**src/rtl/ps2_rx_fifo_if.sv**
```systemverilog
// ps2_rx_fifo_if: PS/2 line inputs, consumer pop interface and status outputs
// of the PS/2 receiver FIFO.
//   master : the environment (drives PS/2 lines, rd_en, clr_err)
//   slave  : ps2_rx_fifo (drives dout, valid, count, overflow, frame_err)
interface ps2_rx_fifo_if #(
    parameter int FIFO_AW = 3
);
    logic               ps2_clk;
    logic               ps2_data;
    logic               rd_en;
    logic               clr_err;
    logic [7:0]         dout;
    logic               valid;
    logic [FIFO_AW:0]   count;
    logic               overflow;
    logic               frame_err;

    modport master (
        output ps2_clk, ps2_data, rd_en, clr_err,
        input  dout, valid, count, overflow, frame_err
    );

    modport slave (
        input  ps2_clk, ps2_data, rd_en, clr_err,
        output dout, valid, count, overflow, frame_err
    );
endinterface

```
**src/rtl/ps2_rx_fifo.sv**
```systemverilog
// ps2_rx_fifo: receives 11-bit PS/2 device frames, checks start/parity/stop,
// and buffers the 8-bit scan codes in a show-ahead FIFO.
// Ports:
//   clk        system clock
//   rst        asynchronous active-high reset
//   bus.slave  ps2_clk/ps2_data (async inputs), rd_en (pop), clr_err,
//              dout (FIFO head, 0 when empty), valid, count,
//              overflow / frame_err (sticky)
module ps2_rx_fifo #(
    parameter int FIFO_AW     = 3,
    parameter int SYNC_STAGES = 2,
    parameter int TIMEOUT_CYC = 50000
) (
    input  logic          clk,
    input  logic          rst,
    ps2_rx_fifo_if.slave  bus
);
    localparam int DEPTH = 2 ** FIFO_AW;
    localparam int WD_W  = $clog2(TIMEOUT_CYC + 1);

    // ---------------- synchronisers and edge detect ----------------
    // Reset to 1 (idle) so reset release never looks like a falling edge.
    logic [SYNC_STAGES-1:0] clk_sync_q, data_sync_q;
    logic                   clk_prev_q;

    always_ff @(posedge clk or posedge rst) begin
        if (rst) begin
            clk_sync_q  <= '1;
            data_sync_q <= '1;
            clk_prev_q  <= 1'b1;
        end else begin
            clk_sync_q  <= {clk_sync_q[SYNC_STAGES-2:0], bus.ps2_clk};
            data_sync_q <= {data_sync_q[SYNC_STAGES-2:0], bus.ps2_data};
            clk_prev_q  <= clk_sync_q[SYNC_STAGES-1];
        end
    end

    logic fall, dbit;
    assign fall = clk_prev_q & ~clk_sync_q[SYNC_STAGES-1];
    assign dbit = data_sync_q[SYNC_STAGES-1];

    // ---------------- frame deserialiser + watchdog ----------------
    logic [3:0]      bitcnt_q, bitcnt_d;
    logic [7:0]      sh_q, sh_d;
    logic            par_q, par_d;
    logic [WD_W-1:0] wd_q, wd_d;
    logic            push, bad;

    always_comb begin
        bitcnt_d = bitcnt_q;
        sh_d     = sh_q;
        par_d    = par_q;
        wd_d     = wd_q;
        push     = 1'b0;
        bad      = 1'b0;
        if (fall) begin
            wd_d = '0;
            if (bitcnt_q == 4'd0) begin
                // A high start bit is line noise: stay idle, no error.
                if (!dbit) bitcnt_d = 4'd1;
            end else if (bitcnt_q <= 4'd8) begin
                // LSB arrives first, so shift in from the top.
                sh_d     = {dbit, sh_q[7:1]};
                bitcnt_d = bitcnt_q + 4'd1;
            end else if (bitcnt_q == 4'd9) begin
                par_d    = dbit;
                bitcnt_d = 4'd10;
            end else begin
                bitcnt_d = 4'd0;
                if (dbit && (^{sh_q, par_q})) push = 1'b1;
                else                          bad  = 1'b1;
            end
        end else if (bitcnt_q != 4'd0) begin
            if (wd_q == WD_W'(TIMEOUT_CYC - 1)) begin
                bitcnt_d = 4'd0;
                wd_d     = '0;
            end else begin
                wd_d = wd_q + 1'b1;
            end
        end
    end

    always_ff @(posedge clk or posedge rst) begin
        if (rst) begin
            bitcnt_q <= '0;
            sh_q     <= '0;
            par_q    <= 1'b0;
            wd_q     <= '0;
        end else begin
            bitcnt_q <= bitcnt_d;
            sh_q     <= sh_d;
            par_q    <= par_d;
            wd_q     <= wd_d;
        end
    end

    // ---------------- FIFO ----------------
    logic [7:0]         mem_q [DEPTH];
    logic [FIFO_AW-1:0] wptr_q, rptr_q;
    logic [FIFO_AW:0]   cnt_q, cnt_d;
    logic               full, pop, wr, drop;

    assign full = (cnt_q == (FIFO_AW+1)'(DEPTH));
    assign pop  = bus.rd_en && (cnt_q != '0);
    // A pop in the same cycle frees the head slot, so a full FIFO can still accept.
    assign wr   = push && (!full || pop);
    assign drop = push && full && !pop;

    always_comb begin
        cnt_d = cnt_q;
        case ({wr, pop})
            2'b10:   cnt_d = cnt_q + 1'b1;
            2'b01:   cnt_d = cnt_q - 1'b1;
            default: cnt_d = cnt_q;
        endcase
    end

    always_ff @(posedge clk) begin
        if (wr) mem_q[wptr_q] <= sh_q;
    end

    always_ff @(posedge clk or posedge rst) begin
        if (rst) begin
            wptr_q <= '0;
            rptr_q <= '0;
            cnt_q  <= '0;
        end else begin
            if (wr)  wptr_q <= wptr_q + 1'b1;
            if (pop) rptr_q <= rptr_q + 1'b1;
            cnt_q <= cnt_d;
        end
    end

    // ---------------- sticky error flags ----------------
    // A set event in the same cycle as clr_err wins.
    logic ovf_q, ovf_d, ferr_q, ferr_d;

    always_comb begin
        ovf_d  = bus.clr_err ? 1'b0 : ovf_q;
        ferr_d = bus.clr_err ? 1'b0 : ferr_q;
        if (drop) ovf_d  = 1'b1;
        if (bad)  ferr_d = 1'b1;
    end

    always_ff @(posedge clk or posedge rst) begin
        if (rst) begin
            ovf_q  <= 1'b0;
            ferr_q <= 1'b0;
        end else begin
            ovf_q  <= ovf_d;
            ferr_q <= ferr_d;
        end
    end

    assign bus.valid     = (cnt_q != '0);
    assign bus.dout      = bus.valid ? mem_q[rptr_q] : 8'h00;
    assign bus.count     = cnt_q;
    assign bus.overflow  = ovf_q;
    assign bus.frame_err = ferr_q;
endmodule

```
**src/flat_wrapper.sv**
```systemverilog
// flat-port wrapper written by rule: the top's interface ports become plain ports
module ps2_rx_fifo_flat 
#(
    parameter int FIFO_AW     = 3,
    parameter int SYNC_STAGES = 2,
    parameter int TIMEOUT_CYC = 50000
)
  (clk, rst, bus_ps2_clk, bus_ps2_data, bus_rd_en, bus_clr_err, bus_dout, bus_valid, bus_count, bus_overflow, bus_frame_err);
  ps2_rx_fifo_if #(.FIFO_AW(FIFO_AW)) bus_i ();
  input  logic clk;
  input  logic rst;
  input wire logic [$bits(bus_i.ps2_clk)-1:0] bus_ps2_clk;
  input wire logic [$bits(bus_i.ps2_data)-1:0] bus_ps2_data;
  input wire logic [$bits(bus_i.rd_en)-1:0] bus_rd_en;
  input wire logic [$bits(bus_i.clr_err)-1:0] bus_clr_err;
  output wire logic [$bits(bus_i.dout)-1:0] bus_dout;
  output wire logic [$bits(bus_i.valid)-1:0] bus_valid;
  output wire logic [$bits(bus_i.count)-1:0] bus_count;
  output wire logic [$bits(bus_i.overflow)-1:0] bus_overflow;
  output wire logic [$bits(bus_i.frame_err)-1:0] bus_frame_err;
  assign bus_i.ps2_clk = bus_ps2_clk;
  assign bus_i.ps2_data = bus_ps2_data;
  assign bus_i.rd_en = bus_rd_en;
  assign bus_i.clr_err = bus_clr_err;
  assign bus_dout = bus_i.dout;
  assign bus_valid = bus_i.valid;
  assign bus_count = bus_i.count;
  assign bus_overflow = bus_i.overflow;
  assign bus_frame_err = bus_i.frame_err;
  ps2_rx_fifo #(.FIFO_AW(FIFO_AW), .SYNC_STAGES(SYNC_STAGES), .TIMEOUT_CYC(TIMEOUT_CYC)) u_core (.clk(clk), .rst(rst), .bus(bus_i));
endmodule
```
**config.mk**
```make
export PLATFORM = sky130hd
export DESIGN_NAME = ps2_rx_fifo_flat
export DESIGN_NICKNAME = d
export VERILOG_FILES = /design/src/rtl/ps2_rx_fifo_if.sv /design/src/rtl/ps2_rx_fifo.sv /design/src/flat_wrapper.sv
export SDC_FILE = /design/constraint.sdc
export NUM_CORES = 1
export LEC_CHECK = 0
export ABC_AREA = 0
export BUFFER_PORTS_ARGS = -buffer_cell sky130_fd_sc_hd__buf_2
export CAP_MARGIN = 20
export CORE_ASPECT_RATIO = 2
export CORE_MARGIN = 2
export CORE_UTILIZATION = 50
export CTS_CLUSTER_DIAMETER = 80
export CTS_CLUSTER_SIZE = 30
export DETAILED_ROUTE_END_ITERATION = 10
export GPL_ROUTABILITY_DRIVEN = 1
export PLACE_DENSITY = 0.72
export RECOVER_POWER = 25
export SYNTH_ARGS = -nofsm -noshare
export SYNTH_HDL_FRONTEND = slang
export SYNTH_SLANG_ARGS = --single-unit
```
**constraint.sdc**
```tcl
create_clock -name clk -period 3.2 [get_ports clk]
set_clock_uncertainty 0.2 [all_clocks]
set_input_delay 0.48 -clock clk [delete_from_list [all_inputs] [get_ports clk]]
set_output_delay 0.48 -clock clk [all_outputs]
set_load 0.005 [all_outputs]
```
== Yosys cells after proc, flatten, opt, wreduce, memory -nomap -nowiden ==
Memories as Yosys holds them, arrays and structs flattened.
Cells that the tools add are included.

* Add/subtract/negate cells: 6
* $lt $le $gt $ge: 1
* Equality and inequality tests: 6
* Multiplexer cells: 27
* Bitwise operators: 4
* Reductions and logical operators: 20

{| class="wikitable"
|+ Operators with widths
! kind !! count
|-
| $mux W16 || 3
|-
| $mux W4 || 7
|-
| $add A16 B1 Y16 const B || 1
|-
| $eq A16 B16 Y1 const B || 1
|-
| $mux W1 || 15
|-
| $reduce_bool A2 Y1 || 5
|-
| $reduce_xor A9 Y1 || 1
|-
| $add A4 B1 Y4 const B || 2
|-
| $eq A4 B4 Y1 const B || 2
|-
| $mux W8 || 1
|-
| $pmux W4 S2 || 1
|-
| $reduce_bool A4 Y1 || 2
|-
| $add A3 B1 Y3 const B || 2
|-
| $reduce_and A3 Y1 || 2
|-
| $logic_and A1 B1 Y1 || 5
|-
| $le A4 B4 Y1 const B || 1
|-
| $logic_not A4 Y1 || 1
|-
| $reduce_and A4 Y1 || 1
|-
| $sub A4 B1 Y4 const B || 1
|-
| $ne A3 B3 Y1 const B || 1
|-
| $not A1 Y1 || 3
|-
| $eq A2 B1 Y1 const B || 1
|-
| $eq A2 B2 Y1 const B || 1
|-
| $logic_not A1 Y1 || 2
|-
| 2 further kinds || 2
|}

* Bits in registers: 46
* Bits in writable memories: 64
* Input port bits: 6
* Output and inout port bits: 15
* Word-level logic and storage cells: 77
* Memories kept: 1

{| class="wikitable"
|+ Memories
! memory !! depth !! bits a word !! rd ports !! clocked after Yosys merged registers in !! write ports !! line !! source
|-
| u_core.mem_q || 8 || 8 || 1 || 0 || 1 || ps2_rx_fifo.sv:98 || <nowiki>logic [7:0] mem_q [DEPTH];</nowiki>
|}

== Logic depth before layout (Yosys ltp) ==
Gate-level depths: netlist (run 1).

* Depth after elaboration: 10
* Mapped depth: 13
* Depth with buffers taken out: 13

== Least setup slack after synthesis (run 1) ==
OpenSTA, ideal clock, no wires.

* Path kind: register to register
* Start point: reg u_core.sh_q[3]
* End point: mem u_core.mem_q[0][0], enable pin
* Library setup time: 395 ps
* Data arrival time: 2316 ps
* Data required time: 2605 ps
* Slack: 289 ps
* Cell stages (with the launch flop): 6
* Path buffers: 0
* Clock period less this slack: 2911 ps
* Cell sequence: dfrtp_1 xor2_1 xnor3_2 mux2_4 nand2_1 nor4_1

* Word-level cells in the longest chain between the ends: 10

{| class="wikitable"
|+ RTL lines
! item !! line !! source
|-
| from (decl) || ps2_rx_fifo.sv:44 || <nowiki>logic [7:0] sh_q, sh_d;</nowiki>
|-
| from (signal assigned) || ps2_rx_fifo.sv:86 || <nowiki>sh_q <= '0;</nowiki>
|-
| from (signal assigned) || ps2_rx_fifo.sv:91 || <nowiki>sh_q <= sh_d;</nowiki>
|-
| $reduce_xor A9 Y1 || ps2_rx_fifo.sv:70 || <nowiki>if (dbit && (^{sh_q, par_q})) push = 1'b1;</nowiki>
|-
| $logic_and A1 B1 Y1 || ps2_rx_fifo.sv:70 ||
|-
| $mux W1 || ps2_rx_fifo.sv:70 ||
|-
| $mux W1 || ps2_rx_fifo.sv:65 || <nowiki>end else if (bitcnt_q == 4'd9) begin</nowiki>
|-
| $mux W1 || ps2_rx_fifo.sv:61 || <nowiki>end else if (bitcnt_q <= 4'd8) begin</nowiki>
|-
| $mux W1 || ps2_rx_fifo.sv:58 || <nowiki>if (bitcnt_q == 4'd0) begin</nowiki>
|-
| $mux W1 || ps2_rx_fifo.sv:56 || <nowiki>if (fall) begin</nowiki>
|-
| $logic_and A1 B1 Y1 || ps2_rx_fifo.sv:106 || <nowiki>assign wr = push && (!full || pop);</nowiki>
|-
| $mux W1 || ps2_rx_fifo.sv:119 || <nowiki>if (wr) mem_q[wptr_q] <= sh_q;</nowiki>
|-
| $mux W1 (not written as such) || ps2_rx_fifo.sv:119 ||
|-
| to (decl) || ps2_rx_fifo.sv:98 ||
|}

Every way passes these cells.

== Worst setup path in the final report (run 1) ==
* Start point: reg u_core.bitcnt_q[0]
* End point: reg u_core.cnt_q[3] (netlist: u_core.bus.count[3])

* Word-level cells in the longest chain between the ends: 8
* Elaborated cells between the ends (all ways): 12
* Those cells by class: order compare (1); eq/ne (3); mux (5); reduce/logical (3)

{| class="wikitable"
|+ RTL lines
! item !! line !! source
|-
| from (decl) || ps2_rx_fifo.sv:43 || <nowiki>logic [3:0] bitcnt_q, bitcnt_d;</nowiki>
|-
| from (signal assigned) || ps2_rx_fifo.sv:90 || <nowiki>bitcnt_q <= bitcnt_d;</nowiki>
|-
| branches (longest 3 deep; another with $le A4 B4 Y1) || n/a ||
|-
| $mux W1 (*) || ps2_rx_fifo.sv:58 ||
|-
| $mux W1 (*) || ps2_rx_fifo.sv:56 ||
|-
| $logic_and A1 B1 Y1 (*) || ps2_rx_fifo.sv:106 ||
|-
| $eq A2 B1 Y1 or $eq A2 B2 Y1 (tied branches) || ps2_rx_fifo.sv:111 || <nowiki>case ({wr, pop})</nowiki>
|-
| $pmux W4 S2 or $reduce_bool A2 Y1 (tied branches) || n/a ||
|-
| to (signal assigned) || ps2_rx_fifo.sv:130 || <nowiki>cnt_q <= cnt_d;</nowiki>
|-
| to (decl) || ps2_rx_fifo.sv:100 || <nowiki>logic [FIFO_AW:0] cnt_q, cnt_d;</nowiki>
|}

Every way passes the cells marked *.
A chain may end at the register's enable or synchronous reset.

==> flow_summary.rst, run 1 <==
.. list-table::
   :header-rows: 1

   * - Metric
     - Value
   * - Outcome
     - completed
   * - Number of inserted diodes
     - 0
   * - Commonest register cell after synthesis
     - edfxtp_1
   * - Endpoint type of the worst setup path
     - flip-flop
   * - Routed wire per std cell
     - approximately 18 um
   * - Max Freq
     - 0.328 GHz
   * - HPWL after DPL
     - ~6.6 mm
   * - Total number of clock tree sinks
     - 110
   * - Port bufs
     - 20
   * - Clock latency at the later pin of the worst-skew pair
     - around 0.35 ns
   * - Post-CTS setup-driven buffer insertion count
     - 0
   * - Leakage power of the design
     - 2.24 nW
   * - Max_cap viols
     - 0
   * - Overflow left after global routing
     - 0
   * - Nature of the critical path startpoint
     - flip-flop
   * - Full die area
     - 10,700 um^2
   * - Count of unique library cells instantiated by Yosys
     - 55
   * - DRC errors left
     - 0
   * - Via count of the first global-routing pass
     - 2,956
   * - Leading cell types by count after synthesis
     - edfxtp_1, dfrtp_1, nor2_1, nand2_1, mux4_2
   * - Number of cells produced by synthesis
     - 336
   * - Worst EP arrival
     - 3.10 ns
   * - Wire length of the first global-routing pass
     - 15.4 mm
   * - Crit Path Category
     - flip-flop to flip-flop
   * - Setup Viol. Count Final
     - 0
   * - Cell row count
     - 51
   * - Crit-path cells
     - inv_1, ha_1, o21bai_2, and3_1, mux2i_1, nand2_1, inv_1, ha_1, a21o_1, a21oi_2, nor4_1, nor3_1, a211oi_1
   * - Area leader, netlist
     - edfxtp_1
   * - Number of nets with antenna violations after routing
     - 0
   * - Boundary Pins
     - 21
   * - Final period util
     - a little over nine tenths
   * - Hold WC Path Type
     - primary input to flip-flop
   * - Sequential element share of the synthesized area
     - 62.5%
   * - Crit path setup slack, layout
     - 0.155 ns
   * - Pin slew with the least headroom to its limit
     - 0.872 ns
   * - Synth warn
     - 0
   * - Net count after synthesis
     - 351
   * - Worst ir drop on vdd
     - 0.000406 V
   * - Via count
     - 2,880
   * - Area growth from synthesis to layout
     - 15.2%
   * - Nets@finish
     - just under 400
   * - CTS Buf Count
     - 9
   * - Most frequent cell after synthesis
     - edfxtp_1
   * - WP buf/inv
     - 2
   * - H-tree level count
     - 3
   * - Standard cell with the maximum stage delay on the critical path
     - dfrtp_1
   * - Setup slack after placement
     - 0.0466 ns
   * - Layout cells sized above 1
     - 24.3%
   * - Final hold violation count
     - 0
   * - Routability Congestion
     - 0.850
   * - Per-instance average area after synthesis
     - approximately 15 um^2
   * - WL final
     - 9.47 mm
   * - Yosys top cell area share
     - between 30% and 40%
   * - Number of enable flip-flop cells after synthesis
     - 64
   * - CTS tree
     - yes
   * - Clock transition at path regs
     - 0.07 ns
   * - Vias per inst
     - 5.55
   * - Cells taking the most area after synthesis
     - edfxtp_1, dfrtp_1, mux4_2
   * - Drt first-iter violations
     - between 200 and 250
   * - Die Y-Extent
     - about 140 um
   * - Category of cells accounting for the largest share of critical-path delay
     - simple AND/OR/NAND/NOR gates
   * - Clock Root Buffer
     - clkbuf_16
   * - CP max FO
     - 6
   * - Post-Synthesis Cell Area
     - between 4000 and 5000 um^2
   * - Placeable core region
     - between 9000 and 10,000 um^2
   * - Number of pins exceeding their max-slew limit in the final report
     - 0
   * - Post-synth ARST share
     - approximately two fifths
   * - Width of the die
     - between 70 and 80 um
   * - Maximum number of pins on one net before global-route repair
     - 47
   * - Effective utilization at floorplan
     - 51.1%
   * - Power density relative to cell area
     - 857 nW/um^2
   * - First-pass detailed-route iteration total
     - 4
   * - CP max stage delay
     - 0.44 ns
   * - Overall Global Routing Usage
     - 19.8%
   * - Total power after layout
     - 4.86 mW
   * - Headroom to the max-slew limit
     - 41.7%
   * - Maximum number of buffers from clock root to sink
     - 2
   * - Min cycle time layout
     - 3.05 ns
   * - Antenna violations before repair
     - 0
   * - Synthesis-stage register bit count
     - 110
   * - Data required time of the critical path
     - between 3 and 4 ns
==> cell type report <==
class                           count  area [um^2]
Clock buffer                        9          225
Clock inverter                      7          103
Fill cell                         749         3970
Inverter                           10         37.5
Multi-Input combinational cell    208         1790
Sequential cell                   110         3080
Tap cell                          132          165
Timing Repair Buffer               43          273
==> path summary, 6_finish.rpt <==
path / start / end / slack, ns / cells after the start
max in group asynchronous: rst / u_core.clk_sync_q[0] / 1.86 / 4
setup / recovery: u_core.bitcnt_q[0] / u_core.bus.count[3] / 0.15 / 13
hold reg to reg: u_core.data_sync_q[0] / u_core.data_sync_q[1] / 0.16 / 0
hold / removal: bus_ps2_clk / u_core.clk_sync_q[0] / 0.03 / 1
min in group asynchronous: rst / u_core.rptr_q[1] / 0.38 / 3
setup reg to reg: u_core.bitcnt_q[0] / u_core.bus.count[3] / 0.15 / 13
==> routing by layer <==
layer	wire length [um]	part of all wire [%]	GRT usage (%)
met1	3480	37	21.5
met2	5590	59	36.7
met3	241	2.5	4.39
met4	166	1.8	6.32
met5	0	0	0
==> sequential cells by signal, summed over array words and instances (netlist names) <==
name,cells
u_core.mem_q,64
u_core.wd_q,16
u_core.sh_q,8
u_core.bitcnt_q,4
u_core.bus.count,4
u_core.rptr_q,3
u_core.wptr_q,3
u_core.clk_sync_q,2
u_core.data_sync_q,2
u_core.bus.frame_err,1
u_core.bus.overflow,1
u_core.clk_prev_q,1
u_core.par_q,1
==> metrics by stage <==
step | utilization [%] | cell area [um^2] | hold slack [ns] | std cells | setup TNS [ns]
floorplan | - | 4920 | 0.145 | 336 | 0
global placement | 55.1 | 5310 | 0.148 | 501 | 0
detailed placement | 55.1 | 5310 | 0.151 | 501 | 0
CTS | 58.5 | 5640 | 0.0186 | 517 | 0
global route | 58.8 | 5670 | 0.0151 | 519 | -0.0461
finish | 58.8 | 5670 | 0.0302 | 519 | 0
==> repair_timing <==
action                                 CTS  global route
setup endpoints to repair                0             1
gates resized for setup                  0             4
hold buffers                             0             1
endpoints found under the hold margin    0             3
==> cell families (layout without fill, tap and decap cells) <==
family / Yosys count / after routing / synth area share (%)
AND/OR/NAND/NOR: 105 / 105 / 11.2
buffers and inverters: 18 / 69 / 1.45
XOR/XNOR: 24 / 24 / 5.16
multiplexers: 39 / 39 / 12.7
adder cells (fa/ha/maj): 9 / 9 / 2.44
flip-flops: 110 / 110 / 62.5
AO/OA/AOI/OAI: 31 / 31 / 4.50
==> where the power goes <==
part / switching (mW) / internal [mW] / leakage [nW] / total (mW)
sequential: 0.300 / 1.77 / 1.16 / 2.07
clock: 0.507 / 0.697 / 0.162 / 1.20
combinational: 0.735 / 0.844 / 0.920 / 1.58
==> placed cells by master, fill, tap and decap left out, drive strengths merged, types with 2 or more instances in the layout <==
cell type and n:
xor2 10, nor4b 3, clkbuf 13, clkinv 2, o21ai 8, mux4 16
and3 5, bufinv 2, dfstp 5, mux2i 11, nor3b 2, mux2 12
dfrtp 41, buf 38, and4 3, xnor3 2, inv 13, nand3 8
ha 8, a21oi 6, nor4 4, nor2b 5, xnor2 11, nor3 8
a21o 3, nor2 29, edfxtp 64, nand2 22, nand4 7, nand2b 4
Power figures use the tool's default switching activity.
==> run 2: changes to the inputs <==
- PLACE_DENSITY: 0.72 -> 0.74
- clock period: 3.2 -> 2.6 ns (I/O delays scaled with it)
==> run 2 against run 1 <==
Effect of this change:
- the flow now finishes with violations (max-capacitance violations, max-slew violations, negative setup slack)
- flip-flop and latch count unchanged
- die area stayed put
- global-route usage up 0.19 points
- first-iteration DRC count shrank 26%
- wire length rose by 2.1%
- largest power group is now combinational cells
==> flow_summary.rst, run 2 (same netlist as run 1, synthesis figures left out) <==
.. list-table::
   :header-rows: 1

   * - Metric
     - Value
   * - Placed cell count
     - 529
   * - Registers with the highest flip-flop counts
     - u_core.mem_q x64, u_core.wd_q x16, u_core.sh_q x8
   * - Endpoint type of the worst setup path
     - flip-flop
   * - Switching portion of total power
     - 31.9%
   * - Maximum number of pins on one net before global-route repair
     - 43
   * - Port bufs
     - 20
   * - Final period util
     - 105%
   * - H-tree level count
     - 3
   * - Full die area
     - 10,700 um^2
   * - Cell row count
     - 51
   * - Setup_tns
     - -0.129 ns
   * - Clock transition at path regs
     - ~0.070 ns
   * - Worst flop-to-flop path endpoint
     - u_core.bus.count[3]
   * - Placeable core region
     - 9640 um^2
   * - Setup slack after placement
     - -0.156 ns
   * - Antenna violations before repair
     - 0
   * - Number of pins exceeding their max-slew limit in the final report
     - 43
   * - Routability Congestion
     - 0.882
   * - Clock latency at the later pin of the worst-skew pair
     - between 0.3 and 0.4 ns
   * - Top register by number of flip-flops
     - u_core.mem_q
   * - CTS Buf Count
     - 9
   * - Crit. Startpoint
     - u_core.sh_q[6]
   * - Max FFs per register
     - 64
   * - Setup Viol. Count Final
     - 1
   * - First-pass detailed-route iteration total
     - 4
   * - Max Freq
     - 0.366 GHz
   * - Pin slew with the least headroom to its limit
     - 1.55 ns
   * - Leading cell type in the layout, fill and taps excluded
     - edfxtp_1
   * - Boundary Pins
     - 21
   * - Effective utilization at floorplan
     - 51.1%
   * - Internal power component
     - 4.28 mW
   * - CTS tree
     - yes
   * - Placed standard-cell area
     - 5590 um^2
   * - Overall Global Routing Usage
     - 19.9%
   * - Hold WC Path Type
     - primary input to flip-flop
   * - Maximum number of buffers from clock root to sink
     - 2
   * - Critical register-to-register path startpoint
     - u_core.sh_q[6]
   * - Register share of total power
     - 38.1%
   * - Fin cells
     - 547
   * - RSZ-0062 raised after global routing
     - true
   * - Power density relative to cell area
     - 1060 nW/um^2
   * - Drt first-iter violations
     - 150
   * - Leakage power of the design
     - 2.38 nW
   * - Crit Path Category
     - flip-flop to flip-flop
   * - Number of nets with antenna violations after routing
     - 0
   * - Nets@finish
     - about 430
   * - Layout cells sized above 1
     - 32.0%
   * - Vias per inst
     - between 5 and 6
   * - Width of the die
     - between 70 and 80 um
   * - Flop-to-flop setup slack
     - -0.13 ns
   * - WL final
     - around 9.7 mm
   * - Worst EP arrival
     - 2.76 ns
   * - HPWL after DPL
     - 6.99 mm
   * - Area growth from synthesis to layout
     - 20.6%
   * - Max_cap viols
     - 1
   * - CP Capture Point
     - u_core.bus.count[3]
   * - Die Y-Extent
     - between 100 and 150 um
   * - Nature of the critical path startpoint
     - flip-flop
   * - Min cycle time layout
     - between 2 and 3 ns
   * - Via count
     - roughly 3,000
   * - Total number of clock tree sinks
     - 110
   * - Via count of the first global-routing pass
     - 3,159
   * - Final hold violation count
     - 0
   * - NetSw
     - 2.01 mW
   * - Worst ir drop on vdd
     - 0.000499 V
   * - Headroom to the max-slew limit
     - -3.52%
   * - Failing checks
     - max-capacitance violations, max-slew violations, negative setup slack
   * - CP max FO
     - 4
   * - Clock network power share
     - 21.7%
   * - Combinational fraction of design power
     - 40.2%
   * - Outcome
     - finished, violations left
   * - Most frequent cells in the layout
     - edfxtp_1, buf_4, dfrtp_1, nor2_1, nand2_1
   * - Path depth of the worst reg2reg path
     - 11
   * - Data required time of the critical path
     - 2.63 ns
   * - Post-route design area
     - around 5900 um^2
   * - DRC errors left
     - 0
   * - Total power after layout
     - between 6 and 7 mW
   * - Number of inserted diodes
     - 0
   * - Clock Root Buffer
     - clkbuf_16
   * - Overflow left after global routing
     - 0
   * - Routed wire per std cell
     - 17.7 um
   * - Crit path setup slack, layout
     - -0.129 ns
   * - Wire length of the first global-routing pass
     - approximately 16 mm
run 2: cell types whose count changed in the layout (fill, tap and decap cells not counted), sizes merged:
cell,previous run,this run
buf,38,65
bufinv,2,1
clkbuf,13,14
clkinv,2,3
dlygate4sd3,1,2
inv,13,12
run 2: cell type report:
type                       instances  area [um^2]
fill                             741         3700
tap                              132          165
sequential                       110         3080
inverter                          10         37.5
timing repair buffer              71          498
clock inverter                     6         70.1
clock buffer                      10          229
multi-input combinational        208         1860
run 2: worst min path at each step:
stage | cells after the start | slack [ns] | from | to
after detailed placement | 0 | 0.15 | u_core.data_sync_q[0] | u_core.data_sync_q[1]
after global routing | 2 | 0.08 | bus_clr_err | u_core.bus.overflow
final | 2 | 0.08 | bus_clr_err | u_core.bus.overflow
after floorplan | 0 | 0.15 | u_core.clk_sync_q[0] | u_core.clk_sync_q[1]
after global placement | 0 | 0.15 | u_core.data_sync_q[0] | u_core.data_sync_q[1]
after CTS | 2 | 0.06 | bus_clr_err | u_core.bus.overflow
run 2: worst max-delay path, stage by stage (launching register included):
cell and delay, ns:
dfrtp_2 0.41, xnor2_1 0.15, xnor3_2 0.49, mux2i_2 0.21, nand2_1 0.09, inv_1 0.08
ha_1 0.22, a21o_1 0.18, a21oi_4 0.20, nor4_2 0.08, nor3_2 0.21, a211oi_2 0.09
run 2: repair_timing:
item                       CTS  global route
gates resized for setup      3             6
buffers inserted             0             0
hold buffers                 2             0
hold endpoints to repair     2             0
setup endpoints to repair    1            59
run 2: per-stage QoR:
stage / hold slack (ns) / utilization [%]
2_1_floorplan: 0.145 / -
3_3_place_gp: 0.148 / 58.0
3_5_place_dp: 0.148 / 58.0
4_1_cts: 0.0646 / 61.5
5_1_grt: 0.0781 / 61.6
6_report: 0.0806 / 61.6
run 2: power by group through the flow:
| stage | registers, mW | logic (mW) | clock network [mW] |
|---|---|---|---|
| 2_1_floorplan | 2.47 | 1.51 | 0 |
| 3_3_place_gp | 2.43 | 2.42 | 0 |
| 3_5_place_dp | 2.43 | 2.49 | 0 |
| 4_1_cts | 2.40 | 2.54 | 1.39 |
| 5_1_grt | 2.42 | 2.76 | 1.45 |
| 6_report | 2.40 | 2.52 | 1.36 |
run 2: layer usage:
layer,share of wire [%],GRT usage [%]
met1,35,19.8
met4,2.4,8.90
met3,2.2,3.00
met5,0,0
met2,61,38.7
==> run 3: changes to the inputs <==
- CORE_MARGIN: 2 -> 4
==> run 3 against run 2 <==
Effect of this change:
- the run ends with negative setup slack left
- die area increased by 8.3%
- power decreased by 0.76%
- sequential share of layout area decreased by 0.11 points
- largest power group unchanged
- global-route usage decreased by 1.1 points
- design area increased by 0.21%
- register-to-register slack got worse by 0.04 ns
- utilization decreased by 0.28 points
- combinational power increased by 2%
- worst setup slack got worse by 0.036 ns
- via count increased by 0.56%
- fmax decreased by 1.3%
- clock-buffer cell count unchanged
- critical path type unchanged
==> flow_summary.rst, run 3 (same netlist as run 1, synthesis figures left out) <==
.. list-table::
   :header-rows: 1

   * - Metric
     - Value
   * - Outcome
     - finished, violations left
   * - Failing checks
     - negative setup slack
   * - Clock network power share
     - 20.3%
   * - Nature of the critical path startpoint
     - flip-flop
   * - Leading cell type in the layout, fill and taps excluded
     - edfxtp_1
   * - Max FFs per register
     - between 60 and 70
   * - Register share of total power
     - 38.6%
   * - CP max stage delay
     - 0.47 ns
   * - Clock transition at path regs
     - 0.07 ns
   * - Clock Root Buffer
     - clkbuf_16
   * - Via count
     - 3,027
   * - Hold WC Path Type
     - primary input to flip-flop
   * - CTS tree
     - yes
   * - Overall Global Routing Usage
     - 18.8%
   * - Pin slew with the least headroom to its limit
     - ~0.55 ns
   * - Top register by number of flip-flops
     - u_core.mem_q
   * - Port bufs
     - 20
   * - Crit path setup slack, layout
     - -0.165 ns
   * - Number of nets with antenna violations after routing
     - 0
   * - H-tree level count
     - 3
   * - First-pass detailed-route iteration total
     - 4
   * - Crit-path cells
     - xnor2_2, xnor3_2, mux2i_2, nand2_1, inv_1, ha_1, a21o_1, a21oi_4, nor4_2, o21a_1, a211oi_2
   * - Registers with the highest flip-flop counts
     - u_core.mem_q x64, u_core.wd_q x16, u_core.sh_q x8
   * - NetSw
     - 2.02 mW
   * - Effective utilization at floorplan
     - 50.8%
   * - WL final
     - 9.87 mm
   * - Layout cells sized above 1
     - 33.2%
   * - Worst ir drop on vdd
     - about 0.00058 V
   * - Antenna violations before repair
     - 0
   * - Full die area
     - 11,600 um^2
   * - Final hold violation count
     - 0
   * - Standard cell with the maximum stage delay on the critical path
     - xnor3_2
   * - CP max FO
     - 4
   * - Overflow left after global routing
     - 0
   * - Leakage power of the design
     - about 2.4 nW
   * - Internal power component
     - ~4.2 mW
   * - Wire length of the first global-routing pass
     - 16.7 mm
   * - Width of the die
     - 78.2 um
   * - Setup slack after placement
     - -0.214 ns
   * - Min cycle time layout
     - around 2.8 ns
   * - Vias per inst
     - 5.52
   * - Total number of clock tree sinks
     - 110
   * - Boundary Pins
     - 21
   * - Cell row count
     - 51
   * - Die Y-Extent
     - roughly 150 um
   * - Crit Path Category
     - flip-flop to flip-flop
   * - Switching portion of total power
     - 32.4%
   * - Headroom to the max-slew limit
     - a little under two thirds
   * - Combinational fraction of design power
     - 41.1%
   * - Routed wire per std cell
     - 18.0 um
   * - Core occupancy in the finished layout
     - 61.4%
   * - DRC errors left
     - 0
   * - Data required time of the critical path
     - 2.66 ns
   * - HPWL after DPL
     - 7.19 mm
   * - Power density relative to cell area
     - 1050 nW/um^2
   * - Worst EP arrival
     - approximately 2.8 ns
   * - Max Freq
     - 0.362 GHz
   * - Final period util
     - 106%
   * - Placeable core region
     - 9700 um^2
   * - Number of inserted diodes
     - 0
   * - Area growth from synthesis to layout
     - 20.9%
   * - Maximum number of buffers from clock root to sink
     - 2
   * - WP buf/inv
     - 1
   * - Setup Viol. Count Final
     - 2
   * - Clock latency at the later pin of the worst-skew pair
     - 0.34 ns
   * - Nets@finish
     - ~430
   * - Max_cap viols
     - 0
   * - Via count of the first global-routing pass
     - 3,333
   * - Drt first-iter violations
     - 153
   * - RSZ-0062 raised after global routing
     - true
   * - Routability Congestion
     - between 0.9 and 1
   * - Maximum number of pins on one net before global-route repair
     - 19
   * - Final hold slack
     - approximately 0.086 ns
   * - Most frequent cells in the layout
     - edfxtp_1, buf_4, dfrtp_1, nor2_1, nand2_1
   * - Category of cells accounting for the largest share of critical-path delay
     - compound AO/OA/AOI/OAI gates
   * - Number of pins exceeding their max-slew limit in the final report
     - 0
   * - CTS Buf Count
     - 9
   * - Endpoint type of the worst setup path
     - flip-flop
## run 3: final timing paths
kind                                  startpoint               endpoint  slack, ns  cells past startpoint
setup / recovery                  u_core.sh_q[5]    u_core.bus.count[3]      -0.17                     11
hold / removal                       bus_clr_err    u_core.bus.overflow       0.09                      2
setup reg to reg                  u_core.sh_q[5]    u_core.bus.count[3]      -0.17                     11
hold reg to reg            u_core.data_sync_q[0]  u_core.data_sync_q[1]       0.16                      0
max in group asynchronous                    rst      u_core.clk_prev_q       1.22                      4
min in group asynchronous                    rst     u_core.bitcnt_q[0]       0.37                      3
## run 3: routing by layer
metal,GRT usage (%),vias up,wire length (um)
li1,-,1416,-
met1,19.5,1521,3350
met2,35.8,60,5900
met3,3.33,30,237
met4,8.84,0,386
met5,0,-,0
## run 3: power groups by stage
stage	Combinational [mW]	Sequential (mW)	Clock (mW)
global placement	2.43	2.42	0
global route	2.81	2.43	1.37
CTS	2.57	2.40	1.29
finish	2.56	2.41	1.27
detailed placement	2.50	2.43	0
floorplan	1.51	2.47	0
## run 3: what timing repair did
action                                  CTS  global route
buffers inserted                          1             0
pin swaps                                 1             4
gates resized for setup                   5            10
hold buffers                              3             0
endpoints found under the hold margin    17             0
endpoints found under the setup margin    7            37
## run 3: cell type report
cell class	count	area [um^2]
Clock buffer	10	229
Clock inverter	6	43.8
Fill cell	774	3750
Inverter	10	37.5
Multi-Input combinational cell	208	1890
Sequential cell	110	3080
Tap cell	132	165
Timing Repair Buffer	72	504
## run 3: per-stage QoR
| step | setup TNS [ns] | area, um^2 | power [mW] | cells |
|---|---|---|---|---|
| 2_1_floorplan | -2.64 | 4960 | 3.98 | 336 |
| 3_3_place_gp | -0.0814 | 5590 | 4.85 | 529 |
| 3_5_place_dp | -0.214 | 5590 | 4.94 | 529 |
| 4_1_cts | -0.225 | 5920 | 6.26 | 549 |
| 5_1_grt | -0.478 | 5950 | 6.61 | 548 |
| 6_report | -0.191 | 5950 | 6.24 | 548 |
